**src/rtl/wb_timer_pkg.sv**
```systemverilog
// Shared register offsets, CTRL bit positions and byte-lane helper for the
// Wishbone prescaled timer.
package wb_timer_pkg;

    localparam logic [2:0] REG_CTRL     = 3'd0;
    localparam logic [2:0] REG_PRESCALE = 3'd1;
    localparam logic [2:0] REG_COMPARE  = 3'd2;
    localparam logic [2:0] REG_COUNT    = 3'd3;
    localparam logic [2:0] REG_STATUS   = 3'd4;

    localparam int unsigned CTRL_EN          = 0;
    localparam int unsigned CTRL_AUTO_RELOAD = 1;
    localparam int unsigned CTRL_IRQ_EN      = 2;

    function automatic logic [31:0] merge_bytes(
        input logic [31:0] old_val,
        input logic [31:0] new_val,
        input logic [3:0]  sel
    );
        logic [31:0] result;
        result = old_val;
        for (int unsigned b = 0; b < 4; b++) begin
            if (sel[b]) result[b*8 +: 8] = new_val[b*8 +: 8];
        end
        return result;
    endfunction

endpackage

```
**src/rtl/wb_timer_irq_prescaler.sv**
```systemverilog
// Clock divider: emits a one-cycle tick every divider+1 enabled clocks.
module timer_prescaler #(
    parameter int unsigned WIDTH = 16
) (
    input  logic             clk,
    input  logic             rst,
    input  logic             en,
    input  logic             clr,
    input  logic [WIDTH-1:0] divider,
    output logic             tick
);

    logic [WIDTH-1:0] cnt;

    assign tick = en && (cnt == divider);

    always_ff @(posedge clk) begin
        if (rst || clr || !en) begin
            cnt <= '0;
        end else if (tick) begin
            cnt <= '0;
        end else begin
            cnt <= cnt + 1'b1;
        end
    end

endmodule

```
**src/rtl/wb_timer_irq.sv**
```systemverilog
// Wishbone classic timer peripheral: prescaled 32-bit up-counter with
// compare-match pending flag and level interrupt.
module wb_timer_irq
    import wb_timer_pkg::*;
#(
    parameter int unsigned                PRESCALE_WIDTH = 16,
    parameter logic [PRESCALE_WIDTH-1:0]  PRESCALE_RESET = '0
) (
    input  logic        clk_i,
    input  logic        rst_i,
    input  logic        wb_cyc_i,
    input  logic        wb_stb_i,
    input  logic        wb_we_i,
    input  logic [31:0] wb_adr_i,
    input  logic [31:0] wb_dat_i,
    input  logic [3:0]  wb_sel_i,
    output logic [31:0] wb_dat_o,
    output logic        wb_ack_o,
    output logic        irq_o
);

    logic [2:0]                ctrl;
    logic [PRESCALE_WIDTH-1:0] prescale;
    logic [31:0]               compare;
    logic [31:0]               count;
    logic                      pending;

    logic [2:0]  reg_idx;
    logic        req;
    logic        wr;
    logic        prescale_wr;
    logic        count_wr;
    logic        status_clr;
    logic        tick;
    logic        match;
    logic [31:0] rdata;
    logic        unused_adr;

    assign reg_idx     = wb_adr_i[4:2];
    assign unused_adr  = ^{wb_adr_i[31:5], wb_adr_i[1:0]};
    assign req         = wb_cyc_i & wb_stb_i & ~wb_ack_o;
    assign wr          = req & wb_we_i;
    assign prescale_wr = wr && (reg_idx == REG_PRESCALE);
    assign count_wr    = wr && (reg_idx == REG_COUNT);
    assign status_clr  = wr && (reg_idx == REG_STATUS) && wb_sel_i[0] && wb_dat_i[0];
    // A bus write to COUNT on a tick edge also masks that edge's compare.
    assign match       = tick && !count_wr && (count == compare);
    assign irq_o       = pending & ctrl[CTRL_IRQ_EN];

    timer_prescaler #(
        .WIDTH(PRESCALE_WIDTH)
    ) u_prescaler (
        .clk     (clk_i),
        .rst     (rst_i),
        .en      (ctrl[CTRL_EN]),
        .clr     (prescale_wr),
        .divider (prescale),
        .tick    (tick)
    );

    always_comb begin
        rdata = '0;
        case (reg_idx)
            REG_CTRL:     rdata = {29'd0, ctrl};
            REG_PRESCALE: rdata = 32'(prescale);
            REG_COMPARE:  rdata = compare;
            REG_COUNT:    rdata = count;
            REG_STATUS:   rdata = {31'd0, pending};
            default:      rdata = '0;
        endcase
    end

    always_ff @(posedge clk_i) begin
        if (rst_i) begin
            ctrl     <= '0;
            prescale <= PRESCALE_RESET;
            compare  <= '0;
            count    <= '0;
            pending  <= 1'b0;
            wb_ack_o <= 1'b0;
            wb_dat_o <= '0;
        end else begin
            wb_ack_o <= req;
            wb_dat_o <= (req && !wb_we_i) ? rdata : '0;

            // Assignment order encodes priority: match set beats W1C,
            // bus writes to CTRL/COUNT beat the counter's own updates.
            if (status_clr) pending <= 1'b0;
            if (match)      pending <= 1'b1;

            if (tick && !count_wr) begin
                if (match && ctrl[CTRL_AUTO_RELOAD]) begin
                    count <= '0;
                end else begin
                    count <= count + 32'd1;
                    if (match) ctrl[CTRL_EN] <= 1'b0;
                end
            end

            if (wr) begin
                case (reg_idx)
                    REG_CTRL: begin
                        if (wb_sel_i[0]) ctrl <= wb_dat_i[2:0];
                    end
                    REG_PRESCALE: begin
                        for (int unsigned i = 0; i < PRESCALE_WIDTH; i++) begin
                            if (wb_sel_i[i/8]) prescale[i] <= wb_dat_i[i];
                        end
                    end
                    REG_COMPARE: compare <= merge_bytes(compare, wb_dat_i, wb_sel_i);
                    REG_COUNT:   count   <= merge_bytes(count, wb_dat_i, wb_sel_i);
                    default: ;
                endcase
            end
        end
    end

endmodule

```
**config.mk**
```make
export PLATFORM = sky130hd
export DESIGN_NAME = wb_timer_irq
export DESIGN_NICKNAME = d
export VERILOG_FILES = /design/src/rtl/wb_timer_pkg.sv /design/src/rtl/wb_timer_irq_prescaler.sv /design/src/rtl/wb_timer_irq.sv
export SDC_FILE = /design/constraint.sdc
export NUM_CORES = 1
export LEC_CHECK = 0
export CAP_MARGIN = 30
export CORE_MARGIN = 3
export CORE_UTILIZATION = 35
export CTS_BUF_LIST = sky130_fd_sc_hd__clkbuf_4 sky130_fd_sc_hd__clkbuf_8 sky130_fd_sc_hd__clkbuf_16
export CTS_CLUSTER_DIAMETER = 150
export CTS_CLUSTER_SIZE = 16
export DETAILED_ROUTE_END_ITERATION = 12
export GPL_TIMING_DRIVEN = 0
export PLACE_DENSITY = 0.68
export SETUP_SLACK_MARGIN = 0.15
export SLEW_MARGIN = 20
export SYNTH_ARGS = -nofsm -noshare
export SYNTH_HDL_FRONTEND = slang
export SYNTH_SLANG_ARGS = --single-unit
export TNS_END_PERCENT = 100
```
**constraint.sdc**
```tcl
create_clock -name clk_i -period 5.35 [get_ports clk_i]
set_input_delay 1.07 -clock clk_i [delete_from_list [all_inputs] [get_ports clk_i]]
set_output_delay 1.07 -clock clk_i [all_outputs]
set_load 0.1 [all_outputs]
```
==> summary.md, run 1 <==
| Metric | Value |
|---|---|
| Status | `completed` |
| Htree depth | `4` |
| Adder-cell share of the synthesized area | `0.3566%` |
| Post-CTS Hold Buffers | `0` |
| Nets@finish | `about 1.0k` |
| Worst-path maximum fanout | `10` |
| Power per cell area | `265.2 nW/um^2` |
| Post-synth EDFFs | `0` |
| Site Rows | `51` |
| Startpoint Class | `input port` |
| IO Pins | `107` |
| Switching Fraction | `24.07%` |
| Max incr delay on CP | `0.48 ns` |
| HP Class | `register to register` |
| Area added between synthesis and finish | `23.97%` |
| First-pass DRT Iterations | `5` |
| Vias | `around 7k` |
| Mean number of vias per cell | `5.740` |
| Simple-Gate Fraction of Synth Area | `25.41%` |
| WP data required | `~5.7 ns` |
| NetSw | `0.5552 mW` |
| Clock transition at path regs | `0.06 ns` |
| Cell internal pwr | `1.751 mW` |
| Finish-stage setup viols | `0` |
| First-pass GRT wire length | `37270 um` |
| Clk_lat worst skew | `0.43 ns` |
| TritonCTS Sinks | `133` |
| Syn Area/Cell | `8.245 um^2` |
| VDD IR max | `0.0001802 V` |
| Core area | `19590 um^2` |
| Period utilization | `63.71%` |
| Mapped Cells | `851` |
| Largest family of logic cells by synthesized area | `simple AND/OR/NAND/NOR gates` |
| Post-DP HPWL | `18030 um` |
| DRC viols | `0` |
| Routed wire length per instance | `between 15 and 20 um` |
| Final Slew Violations | `0` |
| Post-cts sizing count | `0` |
| Final wirelength | `around 24000 um` |
| Slew margin rel. | `34.25%` |
| Flop pwr share | `43.3%` |
| Cell mode on critical path | `clkbuf_1` |
| Post-CTS Repair Setup Buffers | `0` |
| Netlist cell types | `between 60 and 70` |
| Die Width | `147.6 um` |
| CTS Buffer Depth | `2` |
| CTS tree | `built` |
| CP Capture Type | `register` |
| Worst-path cell chain | `clkdlybuf4s50_1 -> buf_2 -> and3b_1 -> clkbuf_1 -> nand2_1 -> clkbuf_1 -> clkbuf_1 -> o211ai_1 -> a21oi_1` |
| Final core utilization | `between 40% and 50%` |
| Initial antenna violation count | `0` |
| Fraction of synthesized cell area in xor and xnor cells | `7.739%` |
| Fraction of registers with async set/reset | `0%` |
| YS warnings | `0` |
| Measured slew at the worst slew-check pin | `0.9832 ns` |
| Mux contribution to synthesized area | `4.886%` |
| Data arrival, critical path | `3.77 ns` |
| Crit path kind | `input port to register` |
| Syn Nets | `926` |
| Share of post-route cells with drive strength above 1 | `9.688%` |
| Max Fclk | `293.4 MHz` |
| Synthesized area | `roughly 7000 um^2` |
| Crit-path slowest cell | `clkdlybuf4s50_1` |
| Clock root cell | `clkbuf_16` |
| Combinational Power Share | `6.7%` |
| RePlAce Congestion | `0.9986` |
| Largest net degree at the start of global routing | `17` |
| Die H | `147.6 um` |
| Routed Antenna Nets | `0` |
| Clock buffer count from CTS | `17` |
| Starting Density | `35.82%` |
| Number of synthesized register bits | `roughly 130` |
| Unrepaired setup endpoints after global routing | `false` |
| Clock power frac | `50.0%` |
| All-Layer GR Usage | `21.93%` |
| Setup TNS | `0 ns` |
| Compound-Gate Fraction of Synth Area | `18.63%` |
| Hold Violations, Final | `0` |
| Fin Clk Skew | `0.01057 ns` |
| Worst path top cell family by delay | `buffers and inverters` |
| Sequential share of the synthesized area | `37.95%` |
| Crit path buf inv count | `5` |
| Starting DRC count in detailed routing | `821` |
| DIE AREA | `21780 um^2` |
| Max Cap Violations | `0` |
| Vias in the first global route | `6471` |
| Pleak | `2.806 nW` |
| Min cycle time layout | `3.409 ns` |
| IO buf count | `77` |
| GRT overflow | `0` |
| Synth Flop Type | `dfxtp_1` |
| N_diodes | `0` |
==> layer usage <==
metal	track usage (%)	up-vias	part of all wire (%)
met3	5.518	68	11
met1	30.57	3268	42
li1	-	3298	-
met5	0	-	0
met2	32.94	397	44
met4	7.922	0	3.3
==> cells in the mapped netlist, types with 15 or more instances <==
library cell    n  area (um^2)
a22oi_1        31        232.7
buf_2          15        75.07
nand3_1        69        345.3
o21ai_0        35        175.2
clkbuf_1       44        165.2
dfxtp_1       133         2663
nand2_1        70        262.8
nor4_1         15        93.84
xnor2_1        59        516.8
a21oi_1        55        275.3
nand4_1        31        193.9
nor2_1         85        319.1
==> cell families (layout without fill, tap and decap cells) <==
group | after synthesis | count (layout)
AOI/OAI and AO/OA | 199 | 199
xor gates and xnor gates | 62 | 62
adders and majority gates | 2 | 2
buffers and inverters | 83 | 192
DFF | 133 | 133
muxes | 30 | 30
and+or+nand+nor | 342 | 342
==> stage by stage <==
step	power [mW]	std cells	hold WS (ns)	setup WS, ns	cell area (um^2)
6_report	2.307	1225	0.4704	1.941	8698
5_1_grt	2.369	1225	0.5000	1.752	8698
4_1_cts	2.312	1225	0.4783	2.000	8698
3_5_place_dp	1.171	1193	0.4712	1.546	8119
3_3_place_gp	1.171	1193	0.4646	1.539	8119
2_1_floorplan	1.091	851	0.4588	2.722	7017
==> registers in the layout (all words and copies together) (netlist names) <==
register         cells
u_prescaler.cnt     16
wb_dat_o            32
prescale            16
wb_ack_o             1
pending              1
count               32
compare             32
ctrl                 3
==> power groups by stage <==
stage,Sequential [mW],Combinational [mW],Clock [mW]
finish,0.999,0.154,1.15
floorplan,1.02,0.0695,0
detailed placement,1.02,0.150,0
CTS,0.999,0.151,1.16
global route,1.00,0.164,1.21
global placement,1.02,0.150,0
==> layout by cell type (no fill, tap or decap), types with 6 or more instances in the layout <==
master / synthesis / routed
nor4_1: 15 / 15
buf_2: 15 / 15
o211ai_1: 12 / 12
xnor2_1: 59 / 59
nor2b_1: 7 / 7
clkbuf_16: 0 / 17
nand3_1: 69 / 69
nor2_1: 85 / 85
clkdlybuf4s50_1: 0 / 77
inv_1: 14 / 14
a22oi_1: 31 / 31
buf_4: 6 / 6
and2_1: 8 / 8
clkbuf_1: 44 / 44
o31a_1: 10 / 10
dfxtp_1: 133 / 133
nor3_1: 9 / 9
a211oi_1: 9 / 9
and3_1: 10 / 10
a31oi_1: 14 / 14
mux2_2: 14 / 14
and4_1: 6 / 6
nand2_1: 70 / 70
a21oi_1: 55 / 55
o21ai_0: 35 / 35
nand4_1: 31 / 31
mux2i_1: 14 / 14
==> cell type report <==
| class | instances | area, um^2 |
|---|---|---|
| Tap cell | 265 | 331.6 |
| Multi-Input combinational cell | 635 | 4001 |
| Timing Repair Buffer | 77 | 770.7 |
| Fill cell | 1925 | 10890 |
| Buffer | 69 | 300.3 |
| Inverter | 14 | 52.55 |
| Clock inverter | 12 | 131.4 |
| Clock buffer | 20 | 447.9 |
| Sequential cell | 133 | 2663 |
==> final timing paths <==
path	to	start	cells past startpoint	slack, ns
hold reg to reg	wb_ack_o	wb_ack_o	1	0.47
setup / recovery	count[16]	wb_adr_i[4]	9	1.94
setup reg to reg	count[24]	count[25]	8	2.30
hold / removal	wb_ack_o	wb_ack_o	1	0.47
(Power assumes the default switching activity.)
==> run 2: changes to the inputs <==
==> constraint.sdc (replaced) <==
create_clock -name clk_i -period 3.15 [get_ports clk_i]
set_input_delay 0.63 -clock clk_i [delete_from_list [all_inputs] [get_ports clk_i]]
set_output_delay 0.63 -clock clk_i [all_outputs]
set_load 0.1 [all_outputs]
==> run 2 against run 1 <==
Worst setup slack worse by 1.5 ns. Sequential share of layout area is 0.062 points lower. Die area did not move. Critical path depth decreased by 1. Sequential power is 70% higher. Utilization rose by 0.089 points. Total power rose by 70%. Combinational power increased by 71%. Routed wire length increased by 0.28%. Clock-buffer cell count stayed put. Flip-flop and latch count did not move. Largest power group unchanged.
==> summary.md, run 2 (synthesis gave the netlist of run 1 again) <==
| Metric | Value |
|---|---|
| Status | `completed (unchanged)` |
| NetSw | `0.9393 mW (was 0.5552 mW)` |
| Max incr delay on CP | `0.46 ns (was 0.48 ns)` |
| Measured slew at the worst slew-check pin | `0.9846 ns (was 0.9832 ns)` |
| Flop pwr share | `43.4% (was 43.3%)` |
| Finished Layout Cells | `1227 (was 1225)` |
| Final core utilization | `44.49% (was 44.40%)` |
| DP Area | `8119 um^2 (unchanged)` |
| Die Width | `147.6 um (unchanged)` |
| Htree depth | `4 (unchanged)` |
| Core area | `19590 um^2 (unchanged)` |
| Routed Antenna Nets | `0 (unchanged)` |
| Fill cells | `1923 (was 1925)` |
| Largest net degree at the start of global routing | `17 (unchanged)` |
| Routed wire length per instance | `19.51 um (was 19.48 um)` |
| Die H | `147.6 um (unchanged)` |
| First-pass DRT Iterations | `5 (unchanged)` |
| TritonCTS Sinks | `133 (unchanged)` |
| Clock buffer count from CTS | `17 (unchanged)` |
| All-Layer GR Usage | `21.93% (unchanged)` |
| Finish-stage setup viols | `0 (unchanged)` |
| Pleak | `2.819 nW (was 2.806 nW)` |
| DRC viols | `0 (unchanged)` |
| Initial antenna violation count | `0 (unchanged)` |
| IO buf count | `77 (unchanged)` |
| Slew margin rel. | `34.15% (was 34.25%)` |
| Min cycle time layout | `2.753 ns` |
| Clock root cell | `clkbuf_16 (unchanged)` |
| Cell internal pwr | `2.975 mW (was 1.751 mW)` |
| Crit path kind | `input port to register (unchanged)` |
| Clock power frac | `49.9% (was 50.0%)` |
| Area added between synthesis and finish | `24.22% (was 23.97%)` |
| Worst-path cell chain | `clkdlybuf4s50_1 -> buf_2 -> and3b_1 -> clkbuf_1 -> nand2_1 -> clkbuf_1 -> a211oi_1 -> a211oi_2 (was clkdlybuf4s50_1 -> buf_2 -> and3b_1 -> clkbuf_1 -> nand2_1 -> clkbuf_1 -> clkbuf_1 -> o211ai_1 -> a21oi_1)` |
| Starting Density | `35.82% (unchanged)` |
| Register area | `2663 um^2 (unchanged)` |
| Switching Fraction | `24.00% (was 24.07%)` |
| Registers with the most flip-flops | `compare x32, count x32, wb_dat_o x32 (unchanged)` |
| CTS Buffer Depth | `2 (unchanged)` |
| RePlAce Congestion | `0.9986 (unchanged)` |
| Vias in the first global route | `6471 (unchanged)` |
| Period utilization | `87.40%` |
| GRT overflow | `0 (unchanged)` |
| Crit-path slowest cell | `a211oi_1 (was clkdlybuf4s50_1)` |
| Max Cap Violations | `0 (unchanged)` |
| Clock transition at path regs | `0.06 ns (about the same)` |
| Cell mode on critical path | `clkbuf_1 (unchanged)` |
| IO Pins | `107 (unchanged)` |
| Commonest cells after routing, fill and taps aside | `133 x dfxtp_1, 85 x nor2_1, 77 x clkdlybuf4s50_1 (unchanged)` |
| Startpoint Class | `input port (unchanged)` |
| CP Capture Type | `register (unchanged)` |
| Combinational Power Share | `6.7% (about the same)` |
| Design area | `8716 um^2 (was 8698 um^2)` |
| CTS tree | `built (unchanged)` |
| Post-CTS Hold Buffers | `0 (unchanged)` |
| DIE AREA | `21780 um^2 (unchanged)` |
| Worst-path maximum fanout | `10 (unchanged)` |
| Data arrival, critical path | `3.04 ns (was 3.77 ns)` |
| Site Rows | `51 (unchanged)` |
| Starting DRC count in detailed routing | `705 (was 821)` |
| Final Slew Violations | `0 (unchanged)` |
| Placed instance count | `1193 (unchanged)` |
| Final wirelength | `23930 um (was 23870 um)` |
| Post-DP HPWL | `18030 um (unchanged)` |
| Area of the multi-input gates | `4001 um^2 (unchanged)` |
| Clk_lat worst skew | `0.43 ns (about the same)` |
| Leading cell type in the layout, fill and taps excluded | `dfxtp_1 (unchanged)` |
| Fin Clk Skew | `0.01027 ns (was 0.01057 ns)` |
| Unrepaired setup endpoints after global routing | `false (unchanged)` |
| First-pass GRT wire length | `37270 um (unchanged)` |
| N_diodes | `0 (unchanged)` |
| VDD IR max | `0.0003064 V (was 0.0001802 V)` |
| WP data required | `3.43 ns (was 5.71 ns)` |
| Hold Violations, Final | `0 (unchanged)` |
| Max Fclk | `between 300 and 400 MHz` |
| Share of post-route cells with drive strength above 1 | `10.08% (was 9.688%)` |
| Vias | `7032 (was 7031)` |
| Nets@finish | `1024 (was 1022)` |
| Mean number of vias per cell | `5.731 (was 5.740)` |
| HP Class | `register to register (unchanged)` |
| Power per cell area | `449.0 nW/um^2 (was 265.2 nW/um^2)` |
## run 2: cell count changes in the layout (fill, tap and decap cells not counted), sizes merged
| cell | change |
|---|---|
| buf | +2 |
## run 2: layer usage
metal / wire length [um] / GRT usage (%)
met5: 0 / 0
met1: 10010 / 30.57
met4: 816 / 7.922
met2: 10550 / 32.94
met3: 2559 / 5.518
## run 2: worst max-delay path: cells and delay by family
family	cells	cell delay, ns
AO/OA/AOI/OAI	2	0.53
buffers and inverters	4	1.29
AND/OR/NAND/NOR	2	0.58
## run 2: timing repair
action / in CTS / in global routing
gates resized for setup: 0 / 4
endpoints found under the setup margin: 0 / 22
endpoints found under the hold margin: 0 / 0
buffers inserted: 0 / 2
## run 2: cell type report
class,instances,share of cell area [%]
Buffer,69,3.474
Sequential cell,133,30.55
Clock inverter,12,1.507
Inverter,14,0.6029
Tap cell,265,3.804
Multi-Input combinational cell,635,45.91
Clock buffer,20,5.139
Timing Repair Buffer,79,9.015
## run 2: power groups by stage
stage | logic (mW) | clock network (mW) | registers (mW)
after floorplan | 0.118 | 0 | 1.74
after global placement | 0.254 | 0 | 1.73
after detailed placement | 0.254 | 0 | 1.73
after CTS | 0.256 | 1.97 | 1.70
after global routing | 0.278 | 2.05 | 1.70
final | 0.264 | 1.95 | 1.70
## run 2: stage by stage
stage | hold slack [ns] | setup TNS, ns | power (mW) | setup slack, ns
floorplan | 0.4588 | 0 | 1.854 | 0.8381
global placement | 0.4646 | -1.716 | 1.988 | -0.2206
detailed placement | 0.4712 | -1.717 | 1.988 | -0.2138
CTS | 0.4783 | 0 | 3.927 | 0.1642
global route | 0.5000 | 0 | 4.024 | 0.2452
finish | 0.4718 | 0 | 3.914 | 0.3969
## run 2: final timing paths
path,start,slack [ns],cells after the start,end
worst max-delay path,wb_adr_i[4],0.40,8,count[22]
worst min register to register,wb_ack_o,0.47,1,wb_ack_o
worst min-delay path,wb_ack_o,0.47,1,wb_ack_o
worst max register to register,count[25],0.42,8,count[24]
